===== config.mk =====
export PLATFORM = sky130hd
export DESIGN_NAME = accel_dot_lanes_flat
export DESIGN_NICKNAME = d
export VERILOG_FILES = /design/src/rtl/accel_dot_pkg.sv /design/src/rtl/accel_dot_lanes_if.sv /design/src/rtl/dot_lane_reduce.sv /design/src/rtl/accel_dot_lanes.sv /design/src/flat_wrapper.sv
export SDC_FILE = /design/constraint.sdc
export NUM_CORES = 1
export LEC_CHECK = 0
export CORE_AREA = 4 4 214 216
export CTS_CLUSTER_DIAMETER = 30
export CTS_CLUSTER_SIZE = 10
export DETAILED_ROUTE_END_ITERATION = 10
export DIE_AREA = 0 0 218 220
export HOLD_SLACK_MARGIN = 0.03
export MAX_ROUTING_LAYER = met4
export PLACE_DENSITY = 0.56
export SETUP_SLACK_MARGIN = 0.05
export SLEW_MARGIN = 10
export SYNTH_ARGS = -nofsm -noshare
export SYNTH_HDL_FRONTEND = slang
export SYNTH_SLANG_ARGS = --single-unit

===== constraint.sdc =====
create_clock -name clk -period 6.94 [get_ports clk]
set_input_delay 1.041 -clock clk [delete_from_list [all_inputs] [get_ports clk]]
set_output_delay 1.041 -clock clk [all_outputs]
set_load 0.01 [all_outputs]

===== src/rtl/accel_dot_pkg.sv =====
// Shared definitions for the accel_dot_lanes matrix-vector accelerator.
//
// Contents:
//   OUT_W   - width of a result beat on the output stream (32)
//   state_t - FSM state type, with constants ST_IN / ST_MAC / ST_OUT
//   sat32() - clamps a sign-extended 64-bit value to the signed 32-bit range
package accel_dot_pkg;

  localparam int OUT_W = 32;

  // Encoded as plain vectors so that older tools and netlists can match them.
  typedef logic [1:0] state_t;
  localparam state_t ST_IN  = 2'd0;
  localparam state_t ST_MAC = 2'd1;
  localparam state_t ST_OUT = 2'd2;

  // Clamp to [-2^31, 2^31-1]. The accumulator is sign-extended to 64 bits first.
  function automatic logic [31:0] sat32(input logic signed [63:0] v);
    if (v > 64'sh0000_0000_7FFF_FFFF) begin
      return 32'h7FFF_FFFF;
    end else if (v < 64'shFFFF_FFFF_8000_0000) begin
      return 32'h8000_0000;
    end else begin
      return v[31:0];
    end
  endfunction

endpackage


===== src/rtl/accel_dot_lanes_if.sv =====
// AXI4-Stream style channel used for both the input and the output of accel_dot_lanes.
//
// Signals:
//   tdata  [DATA_W]  payload
//   tlast            final beat of a packet
//   tvalid           source has a beat
//   tready           sink accepts the beat
// Modports: master (drives tdata/tlast/tvalid), slave (drives tready).
interface accel_dot_lanes_if #(
  parameter int DATA_W = 32
) ();

  logic [DATA_W-1:0] tdata;
  logic              tlast;
  logic              tvalid;
  logic              tready;

  modport master (output tdata, output tlast, output tvalid, input tready);
  modport slave  (input tdata, input tlast, input tvalid, output tready);

endinterface


===== src/rtl/dot_lane_reduce.sv =====
// Combinational lane reduction: LANES signed multipliers followed by a
// log2(LANES)-level adder tree.
//
// Ports:
//   x    in   LANES*DATA_W  packed operand lanes, lane l at [l*DATA_W +: DATA_W]
//   w    in   LANES*DATA_W  packed weight lanes, same layout
//   sum  out  ACC_W         signed sum of all lane products
module dot_lane_reduce #(
  parameter int LANES  = 4,
  parameter int DATA_W = 16,
  parameter int ACC_W  = 48
) (
  input  logic [LANES*DATA_W-1:0] x,
  input  logic [LANES*DATA_W-1:0] w,
  output logic signed [ACC_W-1:0] sum
);

  localparam int PROD_W = 2 * DATA_W;

  // Heap-ordered tree: leaves live at [LANES .. 2*LANES-1], node n = child 2n + child 2n+1,
  // and the root is node 1. With LANES == 1 the single leaf is the root.
  logic signed [ACC_W-1:0] node_s [1:2*LANES-1];

  for (genvar l = 0; l < LANES; l++) begin : g_mul
    logic signed [PROD_W-1:0] prod_s;
    // Operands are widened before the multiply so the full-width product is kept.
    assign prod_s = PROD_W'($signed(x[l*DATA_W +: DATA_W])) *
                    PROD_W'($signed(w[l*DATA_W +: DATA_W]));
    assign node_s[LANES+l] = ACC_W'(prod_s);
  end

  for (genvar n = LANES - 1; n >= 1; n--) begin : g_add
    assign node_s[n] = node_s[2*n] + node_s[2*n+1];
  end

  assign sum = node_s[1];

endmodule


===== src/rtl/accel_dot_lanes.sv =====
// Integer matrix-vector accelerator: y[c] = sum_r x[r] * W[r][c].
// Each input beat carries LANES elements of x. After a beat is accepted, one
// weight column is folded per cycle into COLS accumulators. When the vector is
// complete, the COLS results are streamed out in column order.
//
// Ports:
//   clk        in   clock, rising edge
//   rst_n      in   asynchronous active-low reset
//   in_axis    slave   LANES*DATA_W-bit input stream; tlast marks the final beat of x
//   weights    in   signed DATA_W x [ROWS][COLS]; must be stable while the block is busy
//   out_axis   master  32-bit result stream; tlast is set with y[COLS-1]
//   tlast_err  out  one-cycle pulse when the input tlast disagrees with the beat count
//
// Configuration macro ACCEL_DOT_SAT_EN: when defined, results are clamped to the
// signed 32-bit range. Otherwise the low 32 bits of the accumulator are output.
module accel_dot_lanes
  import accel_dot_pkg::*;
#(
  parameter int ROWS   = 8,
  parameter int COLS   = 4,
  parameter int LANES  = 4,
  parameter int DATA_W = 16,
  parameter int ACC_W  = 48
) (
  input  logic                     clk,
  input  logic                     rst_n,
  accel_dot_lanes_if.slave         in_axis,
  input  logic signed [DATA_W-1:0] weights [ROWS][COLS],
  accel_dot_lanes_if.master        out_axis,
  output logic                     tlast_err
);

  localparam int BEATS  = ROWS / LANES;
  localparam int BEAT_W = (BEATS > 1) ? $clog2(BEATS) : 1;
  localparam int COL_W  = (COLS > 1) ? $clog2(COLS) : 1;
  localparam int ROW_W  = (ROWS > 1) ? $clog2(ROWS) : 1;

  if (ROWS % LANES != 0) begin : g_bad_rows
    $error("accel_dot_lanes: ROWS must be a multiple of LANES");
  end
  if ((LANES < 1) || (LANES > 16) || ((LANES & (LANES - 1)) != 0)) begin : g_bad_lanes
    $error("accel_dot_lanes: LANES must be a power of two in 1..16");
  end
  if ((ACC_W > 64) || (ACC_W < 2 * DATA_W)) begin : g_bad_acc
    $error("accel_dot_lanes: ACC_W must be in 2*DATA_W..64");
  end

  state_t                  state_r;
  state_t                  state_s;
  logic [BEAT_W-1:0]       beat_r;
  logic [COL_W-1:0]        col_r;
  logic [COL_W-1:0]        ocol_r;
  logic [COL_W-1:0]        ocol_nxt_s;
  logic [LANES*DATA_W-1:0] xreg_r;
  logic                    last_flag_r;
  logic signed [ACC_W-1:0] acc_r [COLS];

  logic                    in_tready_r;
  logic                    tlast_err_r;
  logic                    out_tvalid_r;
  logic                    out_tlast_r;
  logic [OUT_W-1:0]        out_tdata_r;

  logic                    in_hs_s;
  logic                    out_hs_s;
  logic                    col_last_s;
  logic                    ocol_last_s;
  logic                    last_beat_s;
  logic                    mac_done_s;
  logic                    tlast_bad_s;
  logic [LANES*DATA_W-1:0] w_slice_s;
  logic signed [ACC_W-1:0] lane_sum_s;
  logic signed [ACC_W-1:0] first_acc_s;

  // Result formatting: clamp or wrap to 32 bits, depending on the build.
  function automatic logic [OUT_W-1:0] fmt(input logic signed [ACC_W-1:0] a);
    logic signed [63:0] wide;
    wide = 64'(a);
`ifdef ACCEL_DOT_SAT_EN
    return sat32(wide);
`else
    return wide[OUT_W-1:0];
`endif
  endfunction

  assign in_hs_s     = in_tready_r & in_axis.tvalid;
  assign out_hs_s    = out_tvalid_r & out_axis.tready;
  assign col_last_s  = (col_r == COL_W'(COLS - 1));
  assign ocol_last_s = (ocol_r == COL_W'(COLS - 1));
  assign ocol_nxt_s  = ocol_r + COL_W'(1);
  // A vector also ends early when the source flagged tlast on the latched beat.
  assign last_beat_s = (beat_r == BEAT_W'(BEATS - 1)) | last_flag_r;
  assign mac_done_s  = (state_r == ST_MAC) & col_last_s;

  // tlast is expected exactly on the final beat; both early and missing tlast are flagged.
  always_comb begin
    tlast_bad_s = 1'b0;
    if (in_axis.tlast) begin
      tlast_bad_s = (beat_r != BEAT_W'(BEATS - 1));
    end else begin
      tlast_bad_s = (beat_r == BEAT_W'(BEATS - 1));
    end
  end

  // Gather weight column col_r for the rows covered by the current beat.
  always_comb begin
    w_slice_s = '0;
    for (int l = 0; l < LANES; l++) begin
      w_slice_s[l*DATA_W +: DATA_W] = weights[ROW_W'(int'(beat_r) * LANES + l)][col_r];
    end
  end

  dot_lane_reduce #(
    .LANES  (LANES),
    .DATA_W (DATA_W),
    .ACC_W  (ACC_W)
  ) u_reduce (
    .x   (xreg_r),
    .w   (w_slice_s),
    .sum (lane_sum_s)
  );

  // With one column, acc[0] is still being updated in the cycle that loads the first output.
  always_comb begin
    first_acc_s = acc_r[0];
    if (COLS == 1) begin
      first_acc_s = acc_r[0] + lane_sum_s;
    end else begin
      first_acc_s = acc_r[0];
    end
  end

  // Next-state logic for the input / multiply-accumulate / output sequence.
  always_comb begin
    state_s = state_r;
    case (state_r)
      ST_IN: begin
        if (in_hs_s) begin
          state_s = ST_MAC;
        end else begin
          state_s = ST_IN;
        end
      end
      ST_MAC: begin
        if (col_last_s) begin
          state_s = last_beat_s ? ST_OUT : ST_IN;
        end else begin
          state_s = ST_MAC;
        end
      end
      ST_OUT: begin
        if (out_hs_s && ocol_last_s) begin
          state_s = ST_IN;
        end else begin
          state_s = ST_OUT;
        end
      end
      default: state_s = ST_IN;
    endcase
  end

  // FSM state, beat/column counters, operand register and accumulators.
  always_ff @(posedge clk or negedge rst_n) begin
    if (!rst_n) begin
      state_r     <= ST_IN;
      beat_r      <= '0;
      col_r       <= '0;
      ocol_r      <= '0;
      xreg_r      <= '0;
      last_flag_r <= 1'b0;
      for (int c = 0; c < COLS; c++) begin
        acc_r[c] <= '0;
      end
    end else begin
      state_r <= state_s;
      case (state_r)
        ST_IN: begin
          if (in_hs_s) begin
            xreg_r      <= in_axis.tdata;
            last_flag_r <= in_axis.tlast;
            col_r       <= '0;
          end else begin
            xreg_r <= xreg_r;
          end
        end
        ST_MAC: begin
          acc_r[col_r] <= acc_r[col_r] + lane_sum_s;
          if (col_last_s) begin
            col_r <= '0;
            if (last_beat_s) begin
              ocol_r <= '0;
            end else begin
              beat_r <= beat_r + BEAT_W'(1);
            end
          end else begin
            col_r <= col_r + COL_W'(1);
          end
        end
        ST_OUT: begin
          if (out_hs_s) begin
            if (ocol_last_s) begin
              // Vector finished: clear the sums so the next vector starts from zero.
              for (int c = 0; c < COLS; c++) begin
                acc_r[c] <= '0;
              end
              beat_r      <= '0;
              ocol_r      <= '0;
              last_flag_r <= 1'b0;
            end else begin
              ocol_r <= ocol_nxt_s;
            end
          end else begin
            ocol_r <= ocol_r;
          end
        end
        default: begin
          state_r <= ST_IN;
        end
      endcase
    end
  end

  // Input ready and the tlast mismatch pulse (pulse appears the cycle after the handshake).
  always_ff @(posedge clk or negedge rst_n) begin
    if (!rst_n) begin
      in_tready_r <= 1'b0;
      tlast_err_r <= 1'b0;
    end else begin
      in_tready_r <= (state_s == ST_IN);
      if (in_hs_s) begin
        tlast_err_r <= tlast_bad_s;
      end else begin
        tlast_err_r <= 1'b0;
      end
    end
  end

  // Output beat register: the first column is loaded when the vector completes, and the
  // register advances by one column on each accepted beat. It holds while stalled.
  always_ff @(posedge clk or negedge rst_n) begin
    if (!rst_n) begin
      out_tvalid_r <= 1'b0;
      out_tlast_r  <= 1'b0;
      out_tdata_r  <= '0;
    end else if (mac_done_s && last_beat_s) begin
      out_tvalid_r <= 1'b1;
      out_tlast_r  <= (COLS == 1) ? 1'b1 : 1'b0;
      out_tdata_r  <= fmt(first_acc_s);
    end else if (out_hs_s) begin
      if (ocol_last_s) begin
        out_tvalid_r <= 1'b0;
        out_tlast_r  <= 1'b0;
        out_tdata_r  <= '0;
      end else begin
        out_tvalid_r <= 1'b1;
        out_tlast_r  <= (ocol_nxt_s == COL_W'(COLS - 1));
        out_tdata_r  <= fmt(acc_r[ocol_nxt_s]);
      end
    end else begin
      out_tvalid_r <= out_tvalid_r;
      out_tlast_r  <= out_tlast_r;
      out_tdata_r  <= out_tdata_r;
    end
  end

  assign in_axis.tready  = in_tready_r;
  assign out_axis.tvalid = out_tvalid_r;
  assign out_axis.tlast  = out_tlast_r;
  assign out_axis.tdata  = out_tdata_r;
  assign tlast_err       = tlast_err_r;

endmodule

===== src/flat_wrapper.sv =====
// flat-port wrapper written by rule: the top's interface ports become plain ports
module accel_dot_lanes_flat import accel_dot_pkg::*;
#(
  parameter int ROWS   = 8,
  parameter int COLS   = 4,
  parameter int LANES  = 4,
  parameter int DATA_W = 16,
  parameter int ACC_W  = 48
)
  (clk, rst_n, weights, tlast_err, in_axis_tdata, in_axis_tlast, in_axis_tvalid, in_axis_tready, out_axis_tdata, out_axis_tlast, out_axis_tvalid, out_axis_tready);
  accel_dot_lanes_if #(.DATA_W(DATA_W)) in_axis_i ();
  accel_dot_lanes_if #(.DATA_W(DATA_W)) out_axis_i ();
  input  logic clk;
  input  logic rst_n;
  input  logic signed [DATA_W-1:0] weights[ROWS][COLS];
  output logic tlast_err;
  input wire logic [$bits(in_axis_i.tdata)-1:0] in_axis_tdata;
  input wire logic [$bits(in_axis_i.tlast)-1:0] in_axis_tlast;
  input wire logic [$bits(in_axis_i.tvalid)-1:0] in_axis_tvalid;
  output wire logic [$bits(in_axis_i.tready)-1:0] in_axis_tready;
  output wire logic [$bits(out_axis_i.tdata)-1:0] out_axis_tdata;
  output wire logic [$bits(out_axis_i.tlast)-1:0] out_axis_tlast;
  output wire logic [$bits(out_axis_i.tvalid)-1:0] out_axis_tvalid;
  input wire logic [$bits(out_axis_i.tready)-1:0] out_axis_tready;
  assign in_axis_i.tdata = in_axis_tdata;
  assign in_axis_i.tlast = in_axis_tlast;
  assign in_axis_i.tvalid = in_axis_tvalid;
  assign in_axis_tready = in_axis_i.tready;
  assign out_axis_tdata = out_axis_i.tdata;
  assign out_axis_tlast = out_axis_i.tlast;
  assign out_axis_tvalid = out_axis_i.tvalid;
  assign out_axis_i.tready = out_axis_tready;
  accel_dot_lanes #(.ROWS(ROWS), .COLS(COLS), .LANES(LANES), .DATA_W(DATA_W), .ACC_W(ACC_W)) u_core (.clk(clk), .rst_n(rst_n), .in_axis(in_axis_i), .weights(weights), .out_axis(out_axis_i), .tlast_err(tlast_err));
endmodule

==> metrics list, run 1 <==
- Result of the run: finished, final reports clean
- Classification of the worst setup path: input port to flop
* Asr flop ratio synth: 1.000
- The worst register-to-register path has a depth of 22.
* Top cell family by delay on the critical path: adder cells
- The signal on the critical path passes through clkdlybuf4s50_1 -> mux4_2 -> mux2i_4 -> buf_12 -> nor2b_1 -> fa_1 -> inv_1 -> fa_1 -> fa_1 -> fa_1 -> fa_1 -> fa_2 -> xnor2_2 -> xnor2_1 -> xnor2_1 -> xnor2_1 -> xnor2_1 -> xnor2_1 -> xnor2_1 -> buf_4 -> xor2_4 -> a22o_1.
- Along the worst path, the maximum fanout reaches 4.
* Met1 Usage GRT: 0.1718
* Die X: 218 um
* Net count after synthesis: ~1700
- In the final design database the tool counted between 1500 and 2000 nets.
- Of the post-synthesis cell area, the dominant cell type holds 0.2501.
- Category of the worst setup path launch point: input port
- Std-Cell Rows: 77
- The final layout contains routed wiring with a total length of 31050 um.
- Leading cell type by number of instances after synthesis: sky130_fd_sc_hd__inv_1
- Max-cap violations in this run came to 0.
- Count of hold buffers inserted by post-cts repair: 0
- In this run, distinct cell masters in the synthesized netlist total a little over 50.
* Most frequent cell on the critical path: sky130_fd_sc_hd__xnor2_1
- Detailed placement ended at an HPWL of approximately 24000 um.
- The final-report hold violation count came to 0.
* Antenna viol nets, final: 0
* Core Box Area: 43930 um^2
- Via count of the first global-routing pass: 8966
- In this run the tightest slew margin relative to its limit is 0.2654.
* Top cells by count, synth: sky130_fd_sc_hd__inv_1, sky130_fd_sc_hd__dfrtp_1, sky130_fd_sc_hd__fa_1
* Vias post-DR: approximately 8000
- Endpoint kind of the worst setup timing path: flop
- For this run, the number of Yosys warnings is 0.
* Die boundary height: 220 um
* Data arrival at the endpoint of the critical path: 7.05 ns
- Clock tree root driver cell: sky130_fd_sc_hd__clkbuf_16
- The repair_antennas step left the layout with diodes totalling 0.
* Syn Area/Cell: 11.01 um^2
* Met3 track utilization from global routing: 0.01848
* Worst hold path type: flop to flop
- Number of antenna violations at the first check in global routing: 0
* Busiest grt layer: met2
- Met2 capacity usage during global routing: 0.2362
- Clock slew at the register clock pins of the worst setup and hold paths: 0.09 ns
- The longest clock path from root to sink contains 2 buffers.
- Counting the buffers created by CTS gives 9.
- For this design, the slowest cell found on the critical path is sky130_fd_sc_hd__fa_1.
- Synthesis inferred approximately 110 register bits.
* Via density: 4.521
- Later-pin clock latency in the skew report: 0.37 ns
* CTS sink cnt: 108
- Area of the die: between 40000 and 50000 um^2
- Residual DRC count: 0
- Final critical-path required period: a little under 7 ns
- After technology mapping, the gate count stands at about 980.
* Final estimated routing congestion in global placement: 0.8296
- Measured on the finished design, the core utilization comes to 0.3197.
* Cell area after technology mapping: ~11000 um^2
* Required time of the worst setup path: 7.24 ns
- CTS tree: built
* Number of detailed-route iterations in the first pass: 4
* Most used flip-flop cell after synthesis: sky130_fd_sc_hd__dfrtp_1
- Achievable frequency: 0.1481 GHz
- Total I/O pin count: ~550
* Register-to-Register Setup Slack: 0.35 ns
- For the pin with the worst max-slew slack, the measured transition is 1.102 ns.
- Maximum cell stage delay along the critical path: 0.57 ns
- In the final layout, the share of cells above drive strength 1 is 0.1682.
- Final clock skew: 0.01527 ns
- The area growth from synthesis to layout is 29.96%.
- Cell count along the critical path: 22
- Worst path bufs/invs: 4
- Entering global routing, the biggest net connects 67 pins.
* Non-filler instance count after layout: 1769
* Routed len/inst: 17.55 um
- Top cell type by total area after synthesis: sky130_fd_sc_hd__dfrtp_1
- Setup repair after global routing missed its margin: yes
- Counting tap cells, the placed design contains a total of between 1500 and 2000 instances.
* Count of buffers inserted at the top-level ports: 168
- In this run, synthesis inferred 0 flip-flops with an integrated enable.
* Largest cells by area after synthesis: sky130_fd_sc_hd__dfrtp_1, sky130_fd_sc_hd__fa_1, sky130_fd_sc_hd__mux4_2, sky130_fd_sc_hd__ha_1, sky130_fd_sc_hd__inv_1
- First-pass GRT wire length: 49480 um
- In the finished design, the share of the clock period the worst path needs comes to 0.9727.
* Number of H-tree levels: 3
- Counting instances, the worst hold path has a depth of 1.
* Number of violations reported at the end of detailed-routing iteration 0: 392
- The initial utilization of the core area, before any placement, comes to 0.2460.
* Gr usage total: 0.1364
* Total congestion overflow after global routing: 0
* Slew Limit Fails: 0
- Setup-failing EPs final: 0
- The share of the Yosys chip area taken by registers is 0.2501.
==> layer usage <==
metal	vias up	share of wire
met4	0	0.017
met1	4089	0.44
met5	-	0
met2	215	0.51
li1	3668	-
met3	25	0.038
==> logic make-up (layout without fill, tap and decap cells) <==
group / Yosys count / after routing / synth area share
AO/OA/AOI/OAI: 135 / 135 / 0.09377
AND/OR/NAND/NOR: 195 / 195 / 0.09829
adder cells (fa/ha/maj): 169 / 169 / 0.2602
multiplexers: 97 / 97 / 0.1737
flip-flops: 108 / 108 / 0.2501
XOR/XNOR: 43 / 43 / 0.03751
buffers and inverters: 235 / 430 / 0.08648
==> final cells by class <==
| cell class | instances | area [um^2] |
|---|---|---|
| clock buffer | 9 | 225.2 |
| clock inverter | 7 | 66.31 |
| fill | 4540 | 29890 |
| inverter | 182 | 683.2 |
| multi-input combinational | 639 | 7323 |
| sequential | 108 | 2708 |
| tap | 592 | 740.7 |
| timing repair buffer | 232 | 2300 |
==> through the flow <==
step                      worst slack (ns)  hold WS, ns  TNS, ns  instance area [um^2]
after floorplan                     0.3472       0.4774        0                 10810
after global placement             -0.6322       0.4956   -5.890                 13460
after detailed placement           -0.6519       0.4967   -6.919                 13460
after CTS                          0.04311       0.5178        0                 13800
after global routing               0.02192       0.5525        0                 14050
final                               0.1892       0.5133        0                 14050
==> flip-flops by register name, summed over array words and instances (netlist names) <==
register and count:
u_core.acc_r 48, u_core.beat_r 1, u_core.col_r 2, u_core.first_acc_s 16, u_core.in_axis.tready 1, u_core.last_flag_r 1, u_core.ocol_r 2, u_core.out_axis.tlast 1
u_core.out_axis.tvalid 1, u_core.out_tdata_r 16, u_core.state_r 2, u_core.tlast_err 1, u_core.xreg_r 16
==> final timing paths <==
check	from	to
worst min register to register	u_core.xreg_r[15]	u_core.xreg_r[15]
worst max register to register	u_core.col_r[0]	u_core.first_acc_s[15]
worst min-delay path	u_core.xreg_r[15]	u_core.xreg_r[15]
worst max-delay path	weights[481]	u_core.first_acc_s[15]
max in group asynchronous	rst_n	u_core.col_r[0]
min in group asynchronous	rst_n	u_core.out_tdata_r[10]
==> layout by cell type, fill, tap and decap left out, types with 6 or more instances in the layout <==
cell	n
sky130_fd_sc_hd__a22o_1	63
sky130_fd_sc_hd__a21oi_1	25
sky130_fd_sc_hd__nand2_1	42
sky130_fd_sc_hd__fa_1	91
sky130_fd_sc_hd__and2_1	18
sky130_fd_sc_hd__mux4_2	56
sky130_fd_sc_hd__nor2b_1	77
sky130_fd_sc_hd__inv_2	6
sky130_fd_sc_hd__nor2_1	22
sky130_fd_sc_hd__a22oi_1	16
sky130_fd_sc_hd__dlymetal6s2s_1	25
sky130_fd_sc_hd__xnor2_1	33
sky130_fd_sc_hd__and2b_1	6
sky130_fd_sc_hd__clkdlybuf4s50_1	142
sky130_fd_sc_hd__nand2b_1	13
sky130_fd_sc_hd__buf_4	58
sky130_fd_sc_hd__mux2i_1	6
sky130_fd_sc_hd__clkbuf_16	9
sky130_fd_sc_hd__inv_1	176
sky130_fd_sc_hd__mux4_1	8
sky130_fd_sc_hd__dfrtp_1	106
sky130_fd_sc_hd__mux2_2	19
sky130_fd_sc_hd__ha_1	74
==> what timing repair did <==
| item | CTS | global route |
|---|---|---|
| setup endpoints to repair | 11 | 20 |
| buffers inserted | 0 | 7 |
| pin swaps | 13 | 25 |
| resized for setup | 11 | 58 |
Power of run 1 is not shown: default switching activity piles up to over one toggle a cycle in this logic, so the estimate is an artifact.
==> run 2: changes to the inputs <==
Settings changed: GPL_TIMING_DRIVEN set to 0.
==> metrics list, run 2 (synthesis gave the netlist of run 1 again) <==
* Result of the run: finished, final reports clean
- Maximum fanout along the worst path: 5
* Std-Cell Rows: 77
- Area of the die: 47960 um^2
- The via count of the first global-routing pass was 8763.
- Required time of the worst setup path: 7.25 ns
* CTS tree: built
- Gr usage total: 0.1438
* Die X: roughly 220 um
- Number of detailed-route iterations in the first pass: 5
- CTS built an H-tree with a depth of 3.
- 0 antenna diodes ended up in the layout.
- Setup violations remaining at the end of the flow were counted as 0.
- CTS sink cnt: 108
- The routed design could run at a clock period as short as 6.736 ns.
- After detailed routing, the number of vias per cell comes to 4.572.
* Synth-to-Final Area Change: 30.42%
- In this run the worst hold path is classified as flop to flop.
* Total I/O pin count: 553
* Commonest cells after routing, fill and taps aside: sky130_fd_sc_hd__inv_1, sky130_fd_sc_hd__clkdlybuf4s50_1, sky130_fd_sc_hd__dfrtp_1
* Max reg flops: 48
* First-pass GRT wire length: about 52000 um
* Residual DRC count: 0
- Count of buffers inserted at the top-level ports: about 170
- CTS placed an instance of sky130_fd_sc_hd__clkbuf_16 at the clock tree root.
- Classification of the worst setup path: input port to flop
* Final clock period utilization by the worst path: 0.9706
- The worst setup path is launched from an input port.
- The number of hold buffers added after CTS was 0.
- Placement Setup Slack: -1.173 ns
* Placed standard-cell area: 13260 um^2
- For the worst setup path, the data arrival time is between 7 and 8 ns.
- Clock Path Buffers: 2
- The count of nets left with antenna violations once routing finished came out at 0.
- Total congestion overflow after global routing: 0
- Maximum number of pins on one net before global-route repair: 66
* Number of violations reported at the end of detailed-routing iteration 0: between 400 and 500
- Detailed Place HPWL: 26150 um
* Vias post-DR: 8156
- Post-route cell area: 14100 um^2
* Most frequent standard cell in the layout excluding fill and tap cells: sky130_fd_sc_hd__inv_1
- Hold is met by 0.5206 ns.
- Number of max-cap violations: 0
- Number of fillers in the final layout: 4571
- The number of pins with negative max-slew slack in the final report came to 0.
- Number of CTS-inserted buffers: 9
* Clock slew at the register clock pins of the worst setup and hold paths: roughly 0.090 ns
- Actual slew at the worst max-slew pin: 1.071 ns
* Final estimated routing congestion in global placement: about 0.86
- Between clock sinks in the finished design, the worst skew comes to 0.01124 ns.
- The final-report hold violation count was 0.
- The number of antenna violations at the first check in global routing is 0.
- Largest register by flop count: u_core.acc_r
* Routed len/inst: around 19 um
- The clock reaches the later pin of the worst-skew pair after 0.37 ns.
- Setup slack on the critical path of the routed design comes to approximately 0.20 ns.
- The core region is 43930 um^2.
- Starting density of the core: 0.2460
- Worst-case headroom to the max-slew limit: 0.2860
* Achievable frequency: 0.1485 GHz
* Die boundary height: 220 um
* Endpoint kind of the worst setup timing path: flop
- After the last flow step, the layout net total stands at 1889.
* Total length of routed wires: 33340 um
* Layout cell share with drive strength beyond 1: 0.1510
## run 2: cell types whose count changed in the layout (fill, tap and decap cells not counted), sizes merged
cell           delta
buf              -22
clkinv            +1
clkdlybuf4s50     +3
clkinvlp          -1
dlymetal6s2s      -3
clkbuf           +37
## run 2: area by class of cell
class,count,area (um^2),share of cell area
flip-flops and latches,108,2705,0.1919
inverters,182,683.2,0.04846
plain buffers,53,330.3,0.02343
clock inverters,7,57.56,0.004083
well taps,592,740.7,0.05255
repair buffers,194,2004,0.1422
multi-input cells,639,7350,0.5214
clock buffers,9,225.2,0.01598
## run 2: final timing paths
kind | startpoint | end | slack (ns) | depth (start not counted)
setup / recovery | weights[245] | u_core.first_acc_s[15] | 0.20 | 21
hold / removal | u_core.acc_r[110] | u_core.acc_r[110] | 0.52 | 1
setup reg to reg | u_core.col_r[0] | u_core.first_acc_s[15] | 0.30 | 23
hold reg to reg | u_core.acc_r[110] | u_core.acc_r[110] | 0.52 | 1
max in group asynchronous | rst_n | u_core.col_r[1] | 5.62 | 2
min in group asynchronous | rst_n | u_core.out_tdata_r[10] | 0.60 | 1
## run 2: worst max-delay path, cell delays in order
cell and delay, ns:
sky130_fd_sc_hd__clkdlybuf4s50_1 0.40, sky130_fd_sc_hd__mux4_2 0.49, sky130_fd_sc_hd__mux2i_4 0.24, sky130_fd_sc_hd__buf_8 0.16, sky130_fd_sc_hd__nor2b_2 0.05, sky130_fd_sc_hd__fa_1 0.52
sky130_fd_sc_hd__inv_2 0.04, sky130_fd_sc_hd__fa_1 0.56, sky130_fd_sc_hd__fa_1 0.44, sky130_fd_sc_hd__fa_1 0.53, sky130_fd_sc_hd__fa_1 0.45, sky130_fd_sc_hd__fa_2 0.41
sky130_fd_sc_hd__xnor2_2 0.16, sky130_fd_sc_hd__xnor2_1 0.20, sky130_fd_sc_hd__xnor2_1 0.16, sky130_fd_sc_hd__xnor2_1 0.16, sky130_fd_sc_hd__xnor2_1 0.11, sky130_fd_sc_hd__xnor2_1 0.30
sky130_fd_sc_hd__xnor2_2 0.20, sky130_fd_sc_hd__xor2_2 0.25, sky130_fd_sc_hd__a22o_1 0.18
## run 2: timing repair
item                       CTS  global route
gates resized for setup     38            70
cloned                       0             2
setup buffers                5            18
setup endpoints to repair   24            18
pin swaps                    7             9
## run 2: per-stage QoR
step | setup TNS [ns] | utilization | std cells
after floorplan | 0 | - | 982
after global placement | -17.52 | 0.3012 | 1742
after detailed placement | -18.42 | 0.3018 | 1743
after CTS | 0 | 0.3134 | 1764
after global routing | -0.002192 | 0.3209 | 1784
final | 0 | 0.3209 | 1784
## run 2: routing by layer
layer | wire (um) | vias to the layer above | part of all wire | GRT usage
met2 | 16330 | 262 | 0.49 | 0.2375
li1 | - | 3702 | - | -
met5 | 0 | - | 0 | -
met1 | 14950 | 4165 | 0.45 | 0.1881
met3 | 1377 | 27 | 0.041 | 0.01999
met4 | 682 | 0 | 0.020 | 0.03581
Power of run 2 is left out for the same reason.
==> run 3: changes to the inputs <==
Settings changed: SKIP_LAST_GASP set to 1, SLEW_MARGIN 10 to 20.
Clock period 6.94 ns to 7.85 ns, I/O delays scaled along.
==> metrics list, run 3 (synthesis gave the netlist of run 1 again) <==
- The run finished with clean final reports.
- During I/O placement, the number of pins put on the boundary was 553.
* Post-layout net count: 1863
- Gr usage total: 0.1427
- At the pin with the least slew margin, the transition time is between 0.9 and 1 ns.
- Total length of routed wires: 32560 um
- Synth-to-Final Area Change: 25.47%
- Worst-case headroom to the max-slew limit: 0.3572
* Register-to-Register Setup Slack: 0.48 ns
- After detailed routing, the number of vias per cell comes to 4.577.
- Final estimated routing congestion in global placement: 0.8587
- Clock slew at the register clock pins of the worst setup and hold paths: around 0.09 ns
- Later-pin clock latency in the skew report: 0.37 ns
* Setup repair after global routing missed its margin: no
- Capture point of the worst reg-to-reg path: u_core.first_acc_s[15]
* Std-Cell Rows: 77
- Number of cell instances on the worst register-to-register path: 22
- Max-cap violations in this run came to 0.
* Worst reg2reg path startpoint: u_core.col_r[1]
- Antenna viol nets, final: 0
- The smallest clock period supported by the final layout is computed as 7.567 ns.
* Number of CTS-inserted buffers: 9
- Number of detailed-route iterations in the first pass: 5
- For this design, the sink count on the clock tree is 108.
- In the routed design, unresolved DRC markers number 0.
- Clock tree root driver cell: sky130_fd_sc_hd__clkbuf_16
- The library cells used most frequently in the layout, excluding fill and tap cells, are sky130_fd_sc_hd__inv_1, sky130_fd_sc_hd__clkdlybuf4s50_1, sky130_fd_sc_hd__dfrtp_1.
* Setup-failing EPs final: 0
* Endpoint kind of the worst setup timing path: flop
- The die covers 47960 um^2.
* Via count of the first global-routing pass: 8699
* Die boundary height: 220 um
- The register with the most flip-flops in the final layout is u_core.acc_r.
- TritonCTS built the clock tree.
* Number of cells in the design after placement: 1743
- Max reg flops: 48
- Vias post-DR: 8046
- In this run the standard cell core region covers 43930 um^2.
* Number of antenna violations at the first check in global routing: 0
* Final clock period utilization by the worst path: 0.9639
* Maximum fanout along the worst path: 10
* Achievable frequency: 0.1322 GHz
* Worst setup path endpoint: u_core.first_acc_s[15]
- The worst hold path belongs to the class flop to flop.
* Slew Limit Fails: 0
- Die X: 218 um
* Maximum number of pins on one net before global-route repair: 66
- Leaving out filler cells and counting taps, the final layout contains 1758.
* Total congestion overflow after global routing: 0
- After the first detailed-routing iteration, the DRC count stood at 440.
- The H-tree generated during clock tree synthesis spans 3 levels.
- STA puts the critical path data arrival time at slightly below 8 ns.
* Category of the worst setup path launch point: input port
- Count of final hold-check violations: 0
* Count of buffers inserted at the top-level ports: 168
- After detailed routing, the average wire length per cell comes to 18.52 um.
* Diode insertion count for antenna repair: 0
- Final core utilization: 0.3087
* Final clock skew: just over 0.01 ns
- Number of fillers in the final layout: 4614
- The first global-routing pass estimated approximately 51000 um of wire.
- For this configuration, the core starts out at a cell density of 0.2460.
- Most frequent standard cell in the layout excluding fill and tap cells: sky130_fd_sc_hd__inv_1
- The clock passes through at most 2 buffers.
* Required time of the worst setup path: 8.16 ns
- Classification of the worst setup path: input port to flop
- The critical path starts at weights[195].
* Detailed Place HPWL: 26150 um
- Layout cell share with drive strength beyond 1: 0.1029
- Hold slack: 0.5203 ns
-- run 3: cell types whose count changed in the layout (fill, tap and decap cells not counted), sizes merged --
cell,delta
clkdlybuf4s50,+22
buf,-28
dlymetal6s2s,-22
clkbuf,+2
-- run 3: critical path, cell delays in order --
cell	delay, ns
sky130_fd_sc_hd__clkdlybuf4s50_1	0.41
sky130_fd_sc_hd__mux4_2	0.51
sky130_fd_sc_hd__mux2i_2	0.37
sky130_fd_sc_hd__clkbuf_2	0.34
sky130_fd_sc_hd__nor2b_1	0.11
sky130_fd_sc_hd__fa_1	0.54
sky130_fd_sc_hd__inv_1	0.05
sky130_fd_sc_hd__fa_1	0.47
sky130_fd_sc_hd__fa_1	0.53
sky130_fd_sc_hd__fa_1	0.46
sky130_fd_sc_hd__fa_1	0.53
sky130_fd_sc_hd__fa_1	0.51
sky130_fd_sc_hd__xnor2_1	0.17
sky130_fd_sc_hd__xnor2_1	0.20
sky130_fd_sc_hd__xnor2_1	0.15
sky130_fd_sc_hd__xnor2_1	0.16
sky130_fd_sc_hd__xnor2_1	0.16
sky130_fd_sc_hd__xnor2_1	0.10
sky130_fd_sc_hd__xnor2_1	0.36
sky130_fd_sc_hd__xor2_1	0.35
sky130_fd_sc_hd__a22o_1	0.20
-- run 3: through the flow --
| step | setup slack, ns | cell area, um^2 | TNS [ns] |
|---|---|---|---|
| final | 0.2832 | 13560 | 0 |
| after global routing | 0.1101 | 13560 | 0 |
| after CTS | 0.09321 | 13540 | 0 |
| after detailed placement | -0.3992 | 13260 | -2.523 |
| after global placement | -0.3467 | 13230 | -1.879 |
| after floorplan | 1.121 | 10810 | 0 |
-- run 3: what timing repair did --
action,in CTS,in global routing
setup endpoints to repair,4,4
resized for setup,1,9
buffers inserted,0,0
endpoints found under the hold margin,0,0
hold buffers,0,0
gates cloned,0,0
-- run 3: worst min path at each step --
stage                       from           endpoint  cells past startpoint
5_1_grt         u_core.acc_r[99]   u_core.acc_r[99]                      1
3_3_place_gp   u_core.acc_r[110]  u_core.acc_r[110]                      1
2_1_floorplan  u_core.acc_r[110]  u_core.acc_r[110]                      1
4_1_cts        u_core.acc_r[110]  u_core.acc_r[110]                      1
3_5_place_dp   u_core.acc_r[110]  u_core.acc_r[110]                      1
6_report       u_core.acc_r[110]  u_core.acc_r[110]                      1
-- run 3: layer usage --
metal  global-route usage  wire [um]  up-vias
met5                    -          0        -
met4              0.03223        573        0
met3              0.01889       1298       24
met2               0.2377      15940      245
met1               0.1870      14750     4121
li1                     -          -     3656
-- run 3: cell type report --
class	count	area (um^2)	share of cell area
multi-input combinational	639	7187	0.5300
sequential	108	2703	0.1993
timing repair buffer	169	1710	0.1261
tap	592	740.7	0.05462
inverter	182	683.2	0.05038
buffer	52	254.0	0.01873
clock buffer	9	225.2	0.01661
clock inverter	7	57.56	0.004244
Power of run 3 is left out for the same reason.
